### config.mk
export PLATFORM = sky130hd
export DESIGN_NAME = im_loader
export DESIGN_NICKNAME = d
export VERILOG_FILES = /design/src/rtl/im_loader_pkg.sv /design/src/rtl/uart_rx.sv /design/src/rtl/im_loader.sv
export SDC_FILE = /design/constraint.sdc
export NUM_CORES = 1
export LEC_CHECK = 0
export ABC_AREA = 1
export BUFFER_PORTS_ARGS = -buffer_cell sky130_fd_sc_hd__buf_2
export CORE_MARGIN = 4
export CORE_UTILIZATION = 55
export CTS_CLUSTER_DIAMETER = 80
export DETAILED_ROUTE_END_ITERATION = 10
export PLACE_DENSITY = 0.84
export SLEW_MARGIN = 20
export SYNTH_ARGS = -nofsm -noshare
export SYNTH_HDL_FRONTEND = slang
export SYNTH_HIERARCHICAL = 1
export SYNTH_SLANG_ARGS = --single-unit
### constraint.sdc
create_clock -name clk -period 1.8 [get_ports clk]
set_input_delay 0.36 -clock clk [delete_from_list [all_inputs] [get_ports clk]]
set_output_delay 0.36 -clock clk [all_outputs]
set_load 0.02 [all_outputs]
### src/rtl/im_loader_pkg.sv
// Shared constants and state encodings for the serial program loader.
// Used by both the UART receiver and the loader frame FSM.
package im_loader_pkg;

    localparam logic [7:0] SYNC_BYTE = 8'hA5;

    typedef enum logic [1:0] {
        LD_IDLE,
        LD_LEN,
        LD_DATA,
        LD_CSUM
    } ld_state_t;

    typedef enum logic [1:0] {
        RX_IDLE,
        RX_START,
        RX_DATA,
        RX_STOP
    } rx_state_t;

endpackage

### src/rtl/uart_rx.sv
// 8N1 UART receiver: 2-flop synchronizer, mid-bit sampling, glitch-rejecting start check.
// Latency: rx_valid pulses the cycle after the stop-bit sample (about 9.5 bit times after the start edge).
// No backpressure: rx_valid/rx_ferr are single-cycle pulses that the consumer must take when offered.
module uart_rx #(
    parameter int CLKS_PER_BIT = 868
) (
    input  logic       clk,
    input  logic       rst,
    input  logic       uart_rxd,
    output logic [7:0] rx_data,
    output logic       rx_valid,
    output logic       rx_ferr
);
    import im_loader_pkg::*;

    localparam int CW = (CLKS_PER_BIT > 2) ? $clog2(CLKS_PER_BIT) : 2;
    localparam logic [CW-1:0] HALF_CNT = CW'(CLKS_PER_BIT / 2 - 1);
    localparam logic [CW-1:0] FULL_CNT = CW'(CLKS_PER_BIT - 1);

    logic            rx_s1;
    logic            rx_s2;
    logic            rx_d;
    rx_state_t       rx_state;
    logic [CW-1:0]   bit_timer;
    logic [2:0]      bit_idx;
    logic [7:0]      shift_reg;

    always_ff @(posedge clk) begin
        if (rst) begin
            rx_s1     <= 1'b1;
            rx_s2     <= 1'b1;
            rx_d      <= 1'b1;
            rx_state  <= RX_IDLE;
            bit_timer <= '0;
            bit_idx   <= '0;
            shift_reg <= '0;
            rx_data   <= '0;
            rx_valid  <= 1'b0;
            rx_ferr   <= 1'b0;
        end else begin
            rx_s1    <= uart_rxd;
            rx_s2    <= rx_s1;
            rx_d     <= rx_s2;
            rx_valid <= 1'b0;
            rx_ferr  <= 1'b0;
            case (rx_state)
                RX_IDLE: begin
                    if (rx_d && !rx_s2) begin
                        rx_state  <= RX_START;
                        bit_timer <= '0;
                    end
                end
                RX_START: begin
                    // Line must still be low half a bit later, otherwise it was a glitch.
                    if (bit_timer == HALF_CNT) begin
                        bit_timer <= '0;
                        bit_idx   <= '0;
                        rx_state  <= rx_s2 ? RX_IDLE : RX_DATA;
                    end else begin
                        bit_timer <= bit_timer + 1'b1;
                    end
                end
                RX_DATA: begin
                    if (bit_timer == FULL_CNT) begin
                        bit_timer <= '0;
                        shift_reg <= {rx_s2, shift_reg[7:1]};
                        bit_idx   <= bit_idx + 1'b1;
                        if (bit_idx == 3'd7) begin
                            rx_state <= RX_STOP;
                        end
                    end else begin
                        bit_timer <= bit_timer + 1'b1;
                    end
                end
                RX_STOP: begin
                    if (bit_timer == FULL_CNT) begin
                        bit_timer <= '0;
                        rx_state  <= RX_IDLE;
                        rx_valid  <= 1'b1;
                        rx_ferr   <= !rx_s2;
                        rx_data   <= shift_reg;
                    end else begin
                        bit_timer <= bit_timer + 1'b1;
                    end
                end
                default: rx_state <= RX_IDLE;
            endcase
        end
    end

endmodule

### src/rtl/im_loader.sv
// Framed UART program loader writing instruction memory and holding the CPU in reset meanwhile.
// Latency: each write/flag update is registered one cycle after the receiver's rx_valid pulse.
// No backpressure: the memory write port accepts every im_we pulse; the UART cannot be stalled.
module im_loader #(
    parameter int CLKS_PER_BIT = 868,
    parameter int IM_AW        = 7,
    parameter int TIMEOUT_CYC  = 10_000_000
) (
    input  logic             clk,
    input  logic             rst,
    input  logic             uart_rxd,
    output logic             im_we,
    output logic [IM_AW-1:0] im_waddr,
    output logic [31:0]      im_wdata,
    output logic             cpu_hold,
    output logic             load_done,
    output logic             load_err
);
    import im_loader_pkg::*;

    localparam int WCW     = IM_AW + 1;
    localparam int TW      = $clog2(TIMEOUT_CYC + 1);
    localparam int MAX_LEN = 1 << IM_AW;

    logic [7:0]     rx_data;
    logic           rx_valid;
    logic           rx_ferr;

    ld_state_t      state;
    logic [WCW-1:0] word_cnt;
    logic [WCW-1:0] len;
    logic [1:0]     byte_cnt;
    logic [7:0]     sum;
    logic [23:0]    asm_lo;
    logic [TW-1:0]  idle_cnt;
    logic           len_ok;
    logic           timed_out;

    uart_rx #(
        .CLKS_PER_BIT(CLKS_PER_BIT)
    ) u_rx (
        .clk      (clk),
        .rst      (rst),
        .uart_rxd (uart_rxd),
        .rx_data  (rx_data),
        .rx_valid (rx_valid),
        .rx_ferr  (rx_ferr)
    );

    assign len_ok = (rx_data != 8'd0) && (int'(rx_data) <= MAX_LEN);

    // idle_cnt holds the number of cycles since the last byte, so the abort
    // lands exactly TIMEOUT_CYC cycles after that byte's rx_valid.
    assign timed_out = !rx_valid && (idle_cnt == TW'(TIMEOUT_CYC - 1));

    always_ff @(posedge clk) begin
        if (rst) begin
            state     <= LD_IDLE;
            word_cnt  <= '0;
            len       <= '0;
            byte_cnt  <= '0;
            sum       <= '0;
            asm_lo    <= '0;
            idle_cnt  <= '0;
            im_we     <= 1'b0;
            im_waddr  <= '0;
            im_wdata  <= '0;
            cpu_hold  <= 1'b0;
            load_done <= 1'b0;
            load_err  <= 1'b0;
        end else begin
            im_we <= 1'b0;
            if (state != LD_IDLE) begin
                idle_cnt <= rx_valid ? TW'(1) : idle_cnt + 1'b1;
            end
            case (state)
                LD_IDLE: begin
                    if (rx_valid && !rx_ferr && rx_data == SYNC_BYTE) begin
                        state     <= LD_LEN;
                        cpu_hold  <= 1'b1;
                        load_done <= 1'b0;
                        load_err  <= 1'b0;
                        word_cnt  <= '0;
                        byte_cnt  <= '0;
                        sum       <= '0;
                        idle_cnt  <= TW'(1);
                    end
                end
                LD_LEN: begin
                    if (rx_valid) begin
                        if (rx_ferr || !len_ok) begin
                            load_err <= 1'b1;
                            state    <= LD_IDLE;
                        end else begin
                            len   <= WCW'(rx_data);
                            state <= LD_DATA;
                        end
                    end else if (timed_out) begin
                        load_err <= 1'b1;
                        state    <= LD_IDLE;
                    end
                end
                LD_DATA: begin
                    if (rx_valid) begin
                        if (rx_ferr) begin
                            load_err <= 1'b1;
                            state    <= LD_IDLE;
                        end else begin
                            sum      <= sum + rx_data;
                            byte_cnt <= byte_cnt + 1'b1;
                            case (byte_cnt)
                                2'd0: asm_lo[7:0]   <= rx_data;
                                2'd1: asm_lo[15:8]  <= rx_data;
                                2'd2: asm_lo[23:16] <= rx_data;
                                default: begin
                                    im_we    <= 1'b1;
                                    im_waddr <= word_cnt[IM_AW-1:0];
                                    im_wdata <= {rx_data, asm_lo};
                                    word_cnt <= word_cnt + 1'b1;
                                    if (word_cnt == len - 1'b1) begin
                                        state <= LD_CSUM;
                                    end
                                end
                            endcase
                        end
                    end else if (timed_out) begin
                        load_err <= 1'b1;
                        state    <= LD_IDLE;
                    end
                end
                LD_CSUM: begin
                    if (rx_valid) begin
                        state <= LD_IDLE;
                        if (!rx_ferr && rx_data == sum) begin
                            load_done <= 1'b1;
                            cpu_hold  <= 1'b0;
                        end else begin
                            load_err <= 1'b1;
                        end
                    end else if (timed_out) begin
                        load_err <= 1'b1;
                        state    <= LD_IDLE;
                    end
                end
                default: state <= LD_IDLE;
            endcase
        end
    end

endmodule

# Yosys cells after proc, flatten, opt, wreduce, memory -nomap -nowiden
# Index checks and enable logic that the tools add are counted.
classes:
  n_addsub: 7
  order_cmp: 1
  eq_ne: 31
  mux: 58
  bitwise: 7
  reduce_logical: 38
ops:
  columns: ["operator", "n"]
  rows:
  - ["2-to-1 mux 24 bit", 4]
  - ["2-to-1 mux 8 bit", 6]
  - ["2-to-1 mux 2 bit", 18]
  - ["case mux 8 bit (2 select lines)", 2]
  - ["2-to-1 mux 10 bit", 3]
  - ["case mux 10 bit (3 select lines)", 1]
  - ["AND reduction 4 bit", 7]
  - ["adder 24 x 1 -> 24 bit (second input constant)", 1]
  - ["== test 24 bit (second input constant)", 1]
  - ["== test 8 bit", 2]
  - ["case mux 2 bit (4 select lines)", 2]
  - ["2-to-1 mux 1 bit", 15]
  - ["!= test 2 x 1 -> 1 bit (second input constant)", 7]
  - ["adder 10 x 1 -> 10 bit (second input constant)", 1]
  - ["== test 10 bit (second input constant)", 1]
  - ["== test 10 x 9 -> 1 bit (second input constant)", 1]
  - ["== test 2 bit (second input constant)", 5]
  - ["AND reduction 5 bit", 2]
  - ["!= test 3 bit (second input constant)", 3]
  - ["AND reduction 3 bit", 3]
  - ["adder 8 x 1 -> 8 bit (second input constant)", 1]
  - ["adder 8 bit", 1]
  - ["== test 8 bit (second input constant)", 1]
  - ["less-or-equal comparator 8 bit (second input constant)", 1]
  - ["23 further kinds", 53]
word_totals:
  register_bits: 155
  inputBits: 3
  output_inout_bits: 43
  wordCells: 167

# Longest topological paths before layout
# Gate-level depths: netlist of run 1.
logic_depth:
  depth_word: 7
  ltp_mapped: 13
  depth_no_buf: 13

# Modules after synthesis
# The synthesis of run 1 kept the hierarchy.
modules_own_cells:
  columns: ["mod", "instances", "cells_each", "area_per_inst_um2"]
  rows:
  - ["im_loader", 1, 782, 5615.4]
  - ["uart_rx", 1, 208, 1559.0]

# Worst setup path before layout of run 1
# OpenSTA, ideal clock, no wires.
synth_path:
  kind: "reg2reg"
  from: "reg u_rx.rx_data[0]"
  to: "reg sum[6]"
  arrival_time_ns: 1.593
  required_time_ns: 1.729
  setup_slack_ns: 0.136
  stages_incl_launch_ff: 12
  n_path_buf: 0
  synth_period_minus_slack_ns: 1.664
  path_cell_list: "dfxtp_1 -> ha_1 -> fa_1 -> nand3_1 -> nand2_1 -> nand2_1 -> nand2_1 -> a21oi_1 -> nor2_1 -> nor2_1 -> nand2_1 -> a21oi_1"
synth_via:
  elab_chain_len: 4
  word_cells_on_any_way: 8
  cone_classes: "add/sub (1); eq/ne (2); mux (3); reduce/logical (2)"
synth_lines:
  columns: ["element", "line_no", "source"]
  rows:
  - ["from (decl)", "uart_rx.sv:10", "output logic [7:0] rx_data,"]
  - ["from (signal assigned)", "uart_rx.sv:81", "rx_data <= shift_reg;"]
  - ["adder 8 bit or == test 8 bit (tied branches)", "im_loader.sv:109, im_loader.sv:78", null]
  - ["2-to-1 mux 8 bit or logical AND 1 bit (tied branches)", "im_loader.sv:105, im_loader.sv:78", null]
  - ["2-to-1 mux 8 bit or != test 2 bit (tied branches)", null, null]
  - ["case mux 8 bit (2 select lines) or AND reduction 4 bit (tied branches)", null, null]
  - ["to (signal assigned)", "im_loader.sv:109", "sum <= sum + rx_data;"]
  - ["to (decl)", "im_loader.sv:33", "logic [7:0] sum;"]
# Parallel ways exist; a longest one is shown, timed or not. The select of a mux whose other input is x is not followed.
# A chain may end at the register's enable or synchronous reset.

# Final worst setup path of run 1
# Same ends and word-level chain as after synthesis.

==> results.yml, run 1 <==
clocking:
  tritoncts: "yes"
  cts-root-to-sink-buffers: 2
  clock_sink_count: 155
  numCtsBuffers: 17
  ctsRootBufferMaster: "clkbuf_16"
  clock_insertion_delay_worst_skew_ns: 0.43
  clk_pin_slew_ns: 0.06
  hold_buffers: 0
  cts_htree_levels: 4
critical_path:
  worstSetupStartpointType: "flip-flop"
  list_of_cells_traversed_by_the_critical_path: "ha_2 > fa_2 > nand3_2 > nand2_1 > nand2_2 > nand2_1 > a21oi_2 > nor2_1 > nor2_1 > nand2_1 > a21oi_2"
  worst_ep_required_time_ns: 2.17
  path_common_cell: "nand2_1"
  setup_crit_path_kind: "reg -> reg"
  max_stage_delay_ns: 0.36
  critPathSlowestCell: "fa_2"
  worst_ep_arrival_time_ns: 2.12
  critPathTopFamily: "adder cells"
  timing.critical_path.buf_inv: 0
  critPathMaxFanout: 2
  worstSetupEndpointType: "flip-flop"
detailed_routing:
  detail-route-antenna-nets: 0
  drcViolationCount: 0
  avgViaCountPerCell: 5.32
  totalWireLength_um: 16300
  route.vias.total: 6605
  initialDrtViolationCount: 591
  wl_per_cell_um: 13.1
  detail_route.first_pass.iterations: 5
synth:
  synth_area_leader_cell: "dfxtp_1"
  netlist_instances: 990
  synth-main-ff-cell: "dfxtp_1"
  syn_area_um2: 7170
  synth-edff-count: 0
  ys_types: 47
  ys_async_sr_fraction: 0
  synth_warnings: 6
  synth_seq_cells: 155
  sequential_fraction_of_the_synthesis_area: 0.433
  syn_avg_cell_area_um2: 7.25
  synth_nets: 1012
  synth_top_cell_area_share: 0.433
  synthTopCellsByCount: "187 x nor2_1, 155 x dfxtp_1, 148 x nand2_1"
  ys_top_cells_by_area: "dfxtp_1 43%, nor2_1 9.8%, o21ai_0 8.0%"
  synth_most_common_cell: "nor2_1"
cells_and_area:
  reg_top3: "im_wdata: 32 flops, asm_lo: 24 flops, idle_cnt: 24 flops"
  final_nets: 1078
  n_antenna_cell: 0
  layout.filler_cells: 1072
  area_delta_synth_final_pct: 16.8
  design_area_um2: 8380
  largest_reg_flops: 32
  registers.top_by_ff_count: "im_wdata"
  layout-drive-gt1-share: 0.168
power_and_ir_drop:
  p_leak_nw: 3.48
  power-per-cell-area_nw_per_um2: 864
  post-layout-total-power_mw: 7.24
  vdd_drop_max_uv: 606
placement:
  dpl-instance-area_um2: 7700
  gp_weighted_congestion: 0.944
  post-dp-hpwl_um: 11200
  place_worst_setup_slack_ns: 0.0269
  place.port_buffers: 45
die:
  chipHeight_um: 122
  starting_density_of_the_core: 0.566
  fp.coreArea_um2: 12700
  dieWidth_um: 122
  fp.dieArea_um2: 14900
  placement_rows: 41
  design.portCount: 46
run_status:
  run_status: "finished clean"
timing:
  worst_slew_margin_rel: 0.766
  hold-worst-slack_ns: 0.106
  report.final.hold_viol_count: 0
  maxSlewViolCount: 0
  post_route_clock_period_utilization: 0.976
  max_clock_freq_mhz: 569
  worst_slew_pin_slew_ns: 0.345
  report.final.setup_viol: 0
  clock_skew_ns: 0.00831
  period_minus_slack_ns: 1.76
  finalWorstSetupSlack_ns: 0.0437
global_routing:
  antenna_violations_before_repair: 0
  maximum_number_of_pins_on_one_net_before_global_route_repair: 53
  grt_pass1_wl_um: 26800
  grt_overflow: 0
  grt_pass1_vias: 6010
  grt_util_all_layers: 0.220
flow_run:
  max_cap_violations: 0
min_path:
  worst_min_delay_path_category: "in -> reg"
report_power, final:
group | internal [mW] | switching [mW] | total [mW] | leakage (nW)
clock | 1.93 | 1.47 | 3.40 | 0.274
combinational | 0.110 | 0.247 | 0.357 | 1.96
sequential | 3.46 | 0.0282 | 3.48 | 1.25
total | 5.49 | 1.75 | 7.24 | 3.48
per-layer routing:
metal	global-route usage	up-vias	part of all wire
li1	-	3395	-
met1	0.281	2964	0.44
met2	0.363	208	0.48
met3	0.0433	38	0.060
met4	0.0987	0	0.025
met5	0	-	0
layout by cell type (no fill, tap or decap), types with 3 or more instances in the layout:
master | synthesis | routed
nand2_2 | 6 | 8
nand3_2 | 1 | 3
nand2_1 | 148 | 146
a221oi_1 | 3 | 3
inv_2 | 10 | 12
clkbuf_16 | 0 | 17
xnor2_1 | 4 | 4
ha_1 | 18 | 13
inv_6 | 0 | 4
o21ai_2 | 4 | 5
a211oi_1 | 3 | 3
nor2_2 | 6 | 8
nor2_1 | 187 | 184
nor3_1 | 15 | 15
clkinv_4 | 0 | 4
nand3_1 | 43 | 41
dfxtp_2 | 0 | 6
a21oi_2 | 5 | 7
o211ai_1 | 4 | 4
dfxtp_1 | 155 | 148
inv_1 | 86 | 84
buf_2 | 9 | 45
o21ai_1 | 7 | 8
nand4_1 | 16 | 16
xor2_1 | 10 | 10
ha_2 | 0 | 3
buf_4 | 2 | 30
o21ai_0 | 115 | 113
clkinv_1 | 4 | 4
a21oi_1 | 85 | 83
area by class of cell:
cell class,instances,area (um^2),share of cell area
flip-flops and latches,155,3110,0.372
clock inverters,14,136,0.0163
inverters,101,382,0.0456
well taps,172,215,0.0257
multi-input cells,704,3610,0.431
repair buffers,77,490,0.0586
clock buffers,18,429,0.0512
kinds of logic (layout without fill, tap and decap cells):
group / Yosys count / after routing / synth area share
AND/OR/NAND/NOR: 438 / 438 / 0.266
AO/OA/AOI/OAI: 233 / 233 / 0.175
flip-flops: 155 / 155 / 0.433
buffers and inverters: 131 / 210 / 0.0746
adder cells (fa/ha/maj): 19 / 19 / 0.0342
XOR/XNOR: 14 / 14 / 0.0171
through the flow:
stage | cells | TNS [ns] | utilization
final | 1241 | 0 | 0.661
after global routing | 1241 | -0.0414 | 0.661
after CTS | 1237 | 0 | 0.652
after detailed placement | 1205 | 0 | 0.607
after global placement | 1205 | 0 | 0.607
after floorplan | 990 | 0 | -
final timing paths:
check                                     from                     to  slack, ns  cells past startpoint
setup / recovery  u_rx/rx_data[0]$_SDFFE_PP0P_    sum[6]$_SDFFE_PP0P_       0.04                     11
setup reg to reg  u_rx/rx_data[0]$_SDFFE_PP0P_    sum[6]$_SDFFE_PP0P_       0.04                     11
hold reg to reg          u_rx/rx_s1$_SDFF_PP1_  u_rx/rx_s2$_SDFF_PP1_       0.41                      1
hold / removal                        uart_rxd  u_rx/rx_s1$_SDFF_PP1_       0.11                      2
worst reg2reg max path, stage by stage, from the launching register on:
cell	delay, ns
dfxtp_1	0.31
ha_2	0.19
fa_2	0.36
nand3_2	0.08
nand2_1	0.09
nand2_2	0.09
nand2_1	0.07
a21oi_2	0.17
nor2_1	0.06
nor2_1	0.08
nand2_1	0.07
a21oi_2	0.12
timing repair:
item / CTS / global route
gates resized for setup: 1 / 29
buffers inserted: 0 / 4
pin swaps: 0 / 2
endpoints found under the setup margin: 1 / 30
(Power assumes the default switching activity.)
==> inputs of run 2 (changes only) <==
==> constraint.sdc (replaced) <==
create_clock -name clk -period 1.8 [get_ports clk]
set_input_delay 0.09 -clock clk [delete_from_list [all_inputs] [get_ports clk]]
set_output_delay 0.09 -clock clk [all_outputs]
set_load 0.02 [all_outputs]
==> results.yml, run 2 (synthesized netlist as in run 1, its figures left out) <==
critical_path:
  worstSetupEndpointType: "flip-flop"
  max_stage_delay_ns: 0.42
  timing.critical_path.buf_inv: 0
  critPathTopFamily: "simple AND/OR/NAND/NOR gates"
  worst_ep_arrival_time_ns: 2.20
  critPathSlowestCell: "fa_2"
  critPathMaxFanout: 2
  worstSetupStartpointType: "flip-flop"
  path_common_cell: "nand2_2"
  worst_ep_required_time_ns: 2.17
  ff2ff_setup_slack_ns: -0.04
  r2r.worst_path.cells: 11
  list_of_cells_traversed_by_the_critical_path: "ha_4 > fa_2 > nand3_2 > nand2_2 > nand2_2 > nand2_2 > a21oi_2 > nor2_1 > nor2_1 > nand2_1 > a21oi_2"
  setup_crit_path_kind: "reg -> reg"
  reg_to_reg_startpoint: "u_rx/rx_data[0]$_SDFFE_PP0P_"
  worstReg2RegEnd: "sum[6]$_SDFFE_PP0P_"
cells_and_area:
  layout_commonest_cell: "nor2_1"
  mostFrequentLayoutCells: "185 x nor2_1, 146 x dfxtp_1, 143 x nand2_1"
  largest_reg_flops: 32
  n_antenna_cell: 0
  layout.filler_cells: 1036
  area_delta_synth_final_pct: 17.8
  reg_top3: "im_wdata: 32 flops, asm_lo: 24 flops, idle_cnt: 24 flops"
  final_nets: 1077
  registers.top_by_ff_count: "im_wdata"
  layout-drive-gt1-share: 0.171
die:
  fp.coreArea_um2: 12700
  design.portCount: 46
  dieWidth_um: 122
  placement_rows: 41
  starting_density_of_the_core: 0.566
  fp.dieArea_um2: 14900
  chipHeight_um: 122
power_and_ir_drop:
  net_switching_power_mw: 1.72
  post-layout-total-power_mw: 7.60
  pwr-share-comb: 0.048
  vdd_drop_max_uv: 624
  seq_power_share: 0.458
  power_report.internal_total_mw: 5.88
  switching_power_share_of_the_total: 0.226
  power-per-cell-area_nw_per_um2: 899
  pwr-share-clk: 0.494
  p_leak_nw: 3.53
global_routing:
  maximum_number_of_pins_on_one_net_before_global_route_repair: 53
  antenna_violations_before_repair: 0
  grt_pass1_wl_um: 27600
  grt_util_all_layers: 0.226
  grt_overflow: 0
  grt_pass1_vias: 6155
timing:
  period_minus_slack_ns: 1.84
  setup_repair_after_global_routing_missed_its_margin: "yes"
  report.final.setup_viol: 1
  hold-worst-slack_ns: 0.0155
  post_route_clock_period_utilization: 1.02
  finalWorstSetupSlack_ns: -0.0360
  max_clock_freq_mhz: 545
  report.final.hold_viol_count: 0
  worst_slew_margin_rel: 0.564
  maxSlewViolCount: 0
  worst_slew_pin_slew_ns: 0.653
  clock_skew_ns: 0.00886
clocking:
  cts-root-to-sink-buffers: 2
  ctsRootBufferMaster: "clkbuf_16"
  clk_pin_slew_ns: 0.07
  cts_htree_levels: 4
  clock_sink_count: 155
  numCtsBuffers: 17
  clock_insertion_delay_worst_skew_ns: 0.43
  tritoncts: "yes"
run_status:
  failed_checks: "negative setup slack"
  run_status: "finished, violations left"
detailed_routing:
  route.vias.total: 6767
  avgViaCountPerCell: 5.47
  detail_route.first_pass.iterations: 6
  detail-route-antenna-nets: 0
  totalWireLength_um: 16800
  initialDrtViolationCount: 580
  drcViolationCount: 0
  wl_per_cell_um: 13.5
placement:
  post-dp-hpwl_um: 11100
  gp_weighted_congestion: 0.933
  place.port_buffers: 45
min_path:
  worst_min_delay_path_category: "in -> reg"
  worstHoldPathCells: 2
  hp-start: "rst"
  min_to: "u_rx/bit_timer[3]$_SDFFE_PP0P_"
flow_run:
  max_cap_violations: 0
run 2: final cells by class:
class | count | area, um^2 | area share
inverters | 101 | 383 | 0.0453
well taps | 172 | 215 | 0.0255
clock inverters | 13 | 195 | 0.0231
repair buffers | 76 | 502 | 0.0593
flip-flops and latches | 155 | 3120 | 0.369
clock buffers | 17 | 425 | 0.0503
multi-input cells | 704 | 3620 | 0.428
run 2: per-layer routing:
layer / track usage / vias to the layer above / wire length, um
met3: 0.0475 / 37 / 1050
met4: 0.0833 / 0 / 382
li1: - / 3393 / -
met1: 0.292 / 3089 / 7310
met2: 0.374 / 248 / 8020
met5: 0 / - / 0
run 2: stage by stage:
stage	TNS, ns	std cells	utilization	area (um^2)	setup WS [ns]
2_1_floorplan	0	990	-	7170	0.136
3_3_place_gp	0	1203	0.606	7680	0.0998
3_5_place_dp	0	1203	0.606	7680	0.0474
4_1_cts	0	1234	0.656	8310	0.00957
5_1_grt	-0.337	1238	0.667	8450	-0.129
6_report	-0.0360	1238	0.667	8450	-0.0360
run 2: power groups by stage:
stage               sequential [mW]  clock, mW  combinational (mW)
finish                         3.48       3.76               0.363
global route                   3.49       3.94               0.414
CTS                            3.49       3.79               0.365
detailed placement             3.56          0               0.355
global placement               3.56          0               0.350
floorplan                      3.56          0               0.260
run 2: worst max-delay path by stage:
stage	startpoint	endpoint	slack (ns)	depth (start not counted)
3_3_place_gp	u_rx/rx_data[0]$_SDFFE_PP0P_	sum[6]$_SDFFE_PP0P_	0.1	11
6_report	u_rx/rx_data[0]$_SDFFE_PP0P_	sum[6]$_SDFFE_PP0P_	-0.04	11
5_1_grt	u_rx/rx_data[0]$_SDFFE_PP0P_	sum[6]$_SDFFE_PP0P_	-0.13	11
2_1_floorplan	u_rx/rx_data[0]$_SDFFE_PP0P_	sum[6]$_SDFFE_PP0P_	0.14	11
4_1_cts	idle_cnt[0]$_SDFF_PP0_	idle_cnt[14]$_SDFF_PP0_	0.01	12
3_5_place_dp	idle_cnt[0]$_SDFF_PP0_	idle_cnt[14]$_SDFF_PP0_	0.05	12
run 2: what timing repair did:
action                                 4_1_cts  5_1_grt
hold buffers                                 1        0
pin swaps                                    0        7
resized for setup                            1       36
buffers inserted                             0        4
gates cloned                                 0        0
endpoints found under the hold margin        1        0
setup endpoints to repair                    1       27
==> inputs of run 3 (changes only) <==
==> constraint.sdc (replaced) <==
create_clock -name clk -period 1.8 [get_ports clk]
set_input_delay 0 -clock clk [delete_from_list [all_inputs] [get_ports clk]]
set_output_delay 0 -clock clk [all_outputs]
set_load 0.02 [all_outputs]
==> results.yml, run 3 (synthesized netlist as in run 1, its figures left out) <==
die:
  chipHeight_um: 122
  placement_rows: 41
  design.portCount: 46
  dieWidth_um: 122
  fp.dieArea_um2: 14900
  starting_density_of_the_core: 0.566
  fp.coreArea_um2: 12700
critical_path:
  reg_to_reg_startpoint: "u_rx/rx_data[0]$_SDFFE_PP0P_"
  worstReg2RegEnd: "sum[6]$_SDFFE_PP0P_"
  worst_ep_arrival_time_ns: 2.11
  worstSetupEndpointType: "flip-flop"
  worst-path-stages: 11
  critPathTopFamily: "adder cells"
  critPathSlowestCell: "fa_2"
  worst_ep_required_time_ns: 2.16
  worstSetupStartpointType: "flip-flop"
  timing.critical_path.buf_inv: 0
  worstSetupStartpoint: "u_rx/rx_data[0]$_SDFFE_PP0P_"
  ff2ff_setup_slack_ns: 0.05
  setup_crit_path_kind: "reg -> reg"
  worstSetupEndpoint: "sum[6]$_SDFFE_PP0P_"
  critPathMaxFanout: 2
  r2r.worst_path.cells: 11
  path_common_cell: "nand2_1"
  max_stage_delay_ns: 0.38
  list_of_cells_traversed_by_the_critical_path: "ha_4 > fa_2 > nand3_2 > nand2_1 > nand2_2 > nand2_1 > a21oi_2 > nor2_1 > nor2_1 > nand2_1 > a21oi_1"
timing:
  period_minus_slack_ns: 1.75
  setup_repair_after_global_routing_missed_its_margin: "yes"
  report.final.setup_viol: 0
  worst_slew_margin_rel: 0.553
  clock_skew_ns: 0.00518
  report.final.hold_viol_count: 0
  post_route_clock_period_utilization: 0.970
  maxSlewViolCount: 0
  max_clock_freq_mhz: 573
  finalWorstSetupSlack_ns: 0.0538
  worst_slew_pin_slew_ns: 0.670
  hold-worst-slack_ns: 0.414
global_routing:
  grt_util_all_layers: 0.226
  grt_pass1_vias: 6033
  maximum_number_of_pins_on_one_net_before_global_route_repair: 68
  grt_pass1_wl_um: 27600
  grt_overflow: 0
  antenna_violations_before_repair: 0
flow_run:
  max_cap_violations: 0
cells_and_area:
  layout_commonest_cell: "nor2_1"
  reg_top3: "im_wdata: 32 flops, asm_lo: 24 flops, idle_cnt: 24 flops"
  regArea_um2: 3120
  finish.cell_count_without_fillers: 1238
  registers.top_by_ff_count: "im_wdata"
  mostFrequentLayoutCells: "185 x nor2_1, 146 x nand2_1, 145 x dfxtp_1"
  layout-drive-gt1-share: 0.166
  largest_reg_flops: 32
  multiInputGateArea_um2: 3620
  n_antenna_cell: 0
  final_nets: 1075
  area_delta_synth_final_pct: 16.8
  layout.filler_cells: 1047
power_and_ir_drop:
  vdd_drop_max_uv: 646
  power-per-cell-area_nw_per_um2: 870
  p_leak_nw: 3.48
clocking:
  clock_insertion_delay_worst_skew_ns: 0.43
  clock_sink_count: 155
  tritoncts: "yes"
  clk_pin_slew_ns: 0.06
  numCtsBuffers: 17
  cts_htree_levels: 4
  ctsRootBufferMaster: "clkbuf_16"
  cts-root-to-sink-buffers: 2
placement:
  gp_weighted_congestion: 0.940
  post-dp-hpwl_um: 11200
  place.port_buffers: 45
  dp.cells: 1201
  place_worst_setup_slack_ns: 0.0459
detailed_routing:
  route.vias.total: 6694
  initialDrtViolationCount: 647
  wl_per_cell_um: 13.4
  detail-route-antenna-nets: 0
  avgViaCountPerCell: 5.41
  detail_route.first_pass.iterations: 5
  totalWireLength_um: 16600
  drcViolationCount: 0
min_path:
  worst_min_delay_path_category: "reg -> reg"
run_status:
  run_status: "finished clean"
## run 3: cell types whose count changed in the layout (fill, tap and decap cells not counted), sizes merged
cell	delta
clkinvlp	+3
inv	+6
bufinv	-3
dlygate4sd3	+2
clkbuf	+1
buf	-4
clkinv	-5
## run 3: layout make-up
cell class,count,share of cell area
clock buffer,18,0.0512
clock inverter,14,0.0161
inverter,101,0.0457
multi-input combinational,704,0.432
sequential,155,0.372
tap,172,0.0257
timing repair buffer,74,0.0572
## run 3: worst min path at each step
| stage | to | slack (ns) | startpoint | cells after the start |
|---|---|---|---|---|
| finish | u_rx/rx_s2$_SDFF_PP1_ | 0.41 | u_rx/rx_s1$_SDFF_PP1_ | 1 |
| global route | u_rx/rx_s2$_SDFF_PP1_ | 0.43 | u_rx/rx_s1$_SDFF_PP1_ | 1 |
| CTS | u_rx/rx_s2$_SDFF_PP1_ | 0.42 | u_rx/rx_s1$_SDFF_PP1_ | 1 |
| detailed placement | u_rx/rx_s1$_SDFF_PP1_ | 0.18 | uart_rxd | 2 |
| global placement | u_rx/rx_s1$_SDFF_PP1_ | 0.18 | uart_rxd | 2 |
| floorplan | u_rx/rx_s1$_SDFF_PP1_ | 0.10 | uart_rxd | 1 |
## run 3: timing repair
item                       4_1_cts  5_1_grt
setup buffers                    0        2
setup endpoints to repair        0       40
gates resized for setup          0       35
hold endpoints to repair         7        0
hold buffers                     3        0
## run 3: power breakdown
part	switching, mW	leakage, nW	internal (mW)	total [mW]
Combinational	0.255	1.95	0.113	0.368
Sequential	0.0287	1.25	3.46	3.49
Clock	1.50	0.270	1.93	3.43
Total	1.78	3.48	5.50	7.29
## run 3: worst register-to-register path, cell delays in order, from the launching register on
cell and delay, ns:
dfxtp_2 0.34, ha_4 0.16, fa_2 0.38, nand3_2 0.08, nand2_1 0.08, nand2_2 0.08
nand2_1 0.08, a21oi_2 0.17, nor2_1 0.05, nor2_1 0.10, nand2_1 0.06, a21oi_1 0.11
## run 3: metrics by stage
| stage | util | instance area, um^2 | total power [mW] | setup TNS, ns |
|---|---|---|---|---|
| 2_1_floorplan | - | 7170 | 3.82 | 0 |
| 6_report | 0.661 | 8380 | 7.29 | 0 |
| 5_1_grt | 0.661 | 8380 | 7.53 | -0.188 |
| 4_1_cts | 0.652 | 8260 | 7.33 | 0 |
| 3_3_place_gp | 0.605 | 7670 | 3.91 | 0 |
| 3_5_place_dp | 0.605 | 7670 | 3.91 | 0 |
## run 3: routing by layer
layer / share of wire / vias to the layer above / track usage
li1: - / 3376 / -
met2: 0.49 / 199 / 0.369
met5: 0 / - / 0
met4: 0.019 / 0 / 0.0889
met3: 0.050 / 28 / 0.0461
met1: 0.45 / 3091 / 0.294
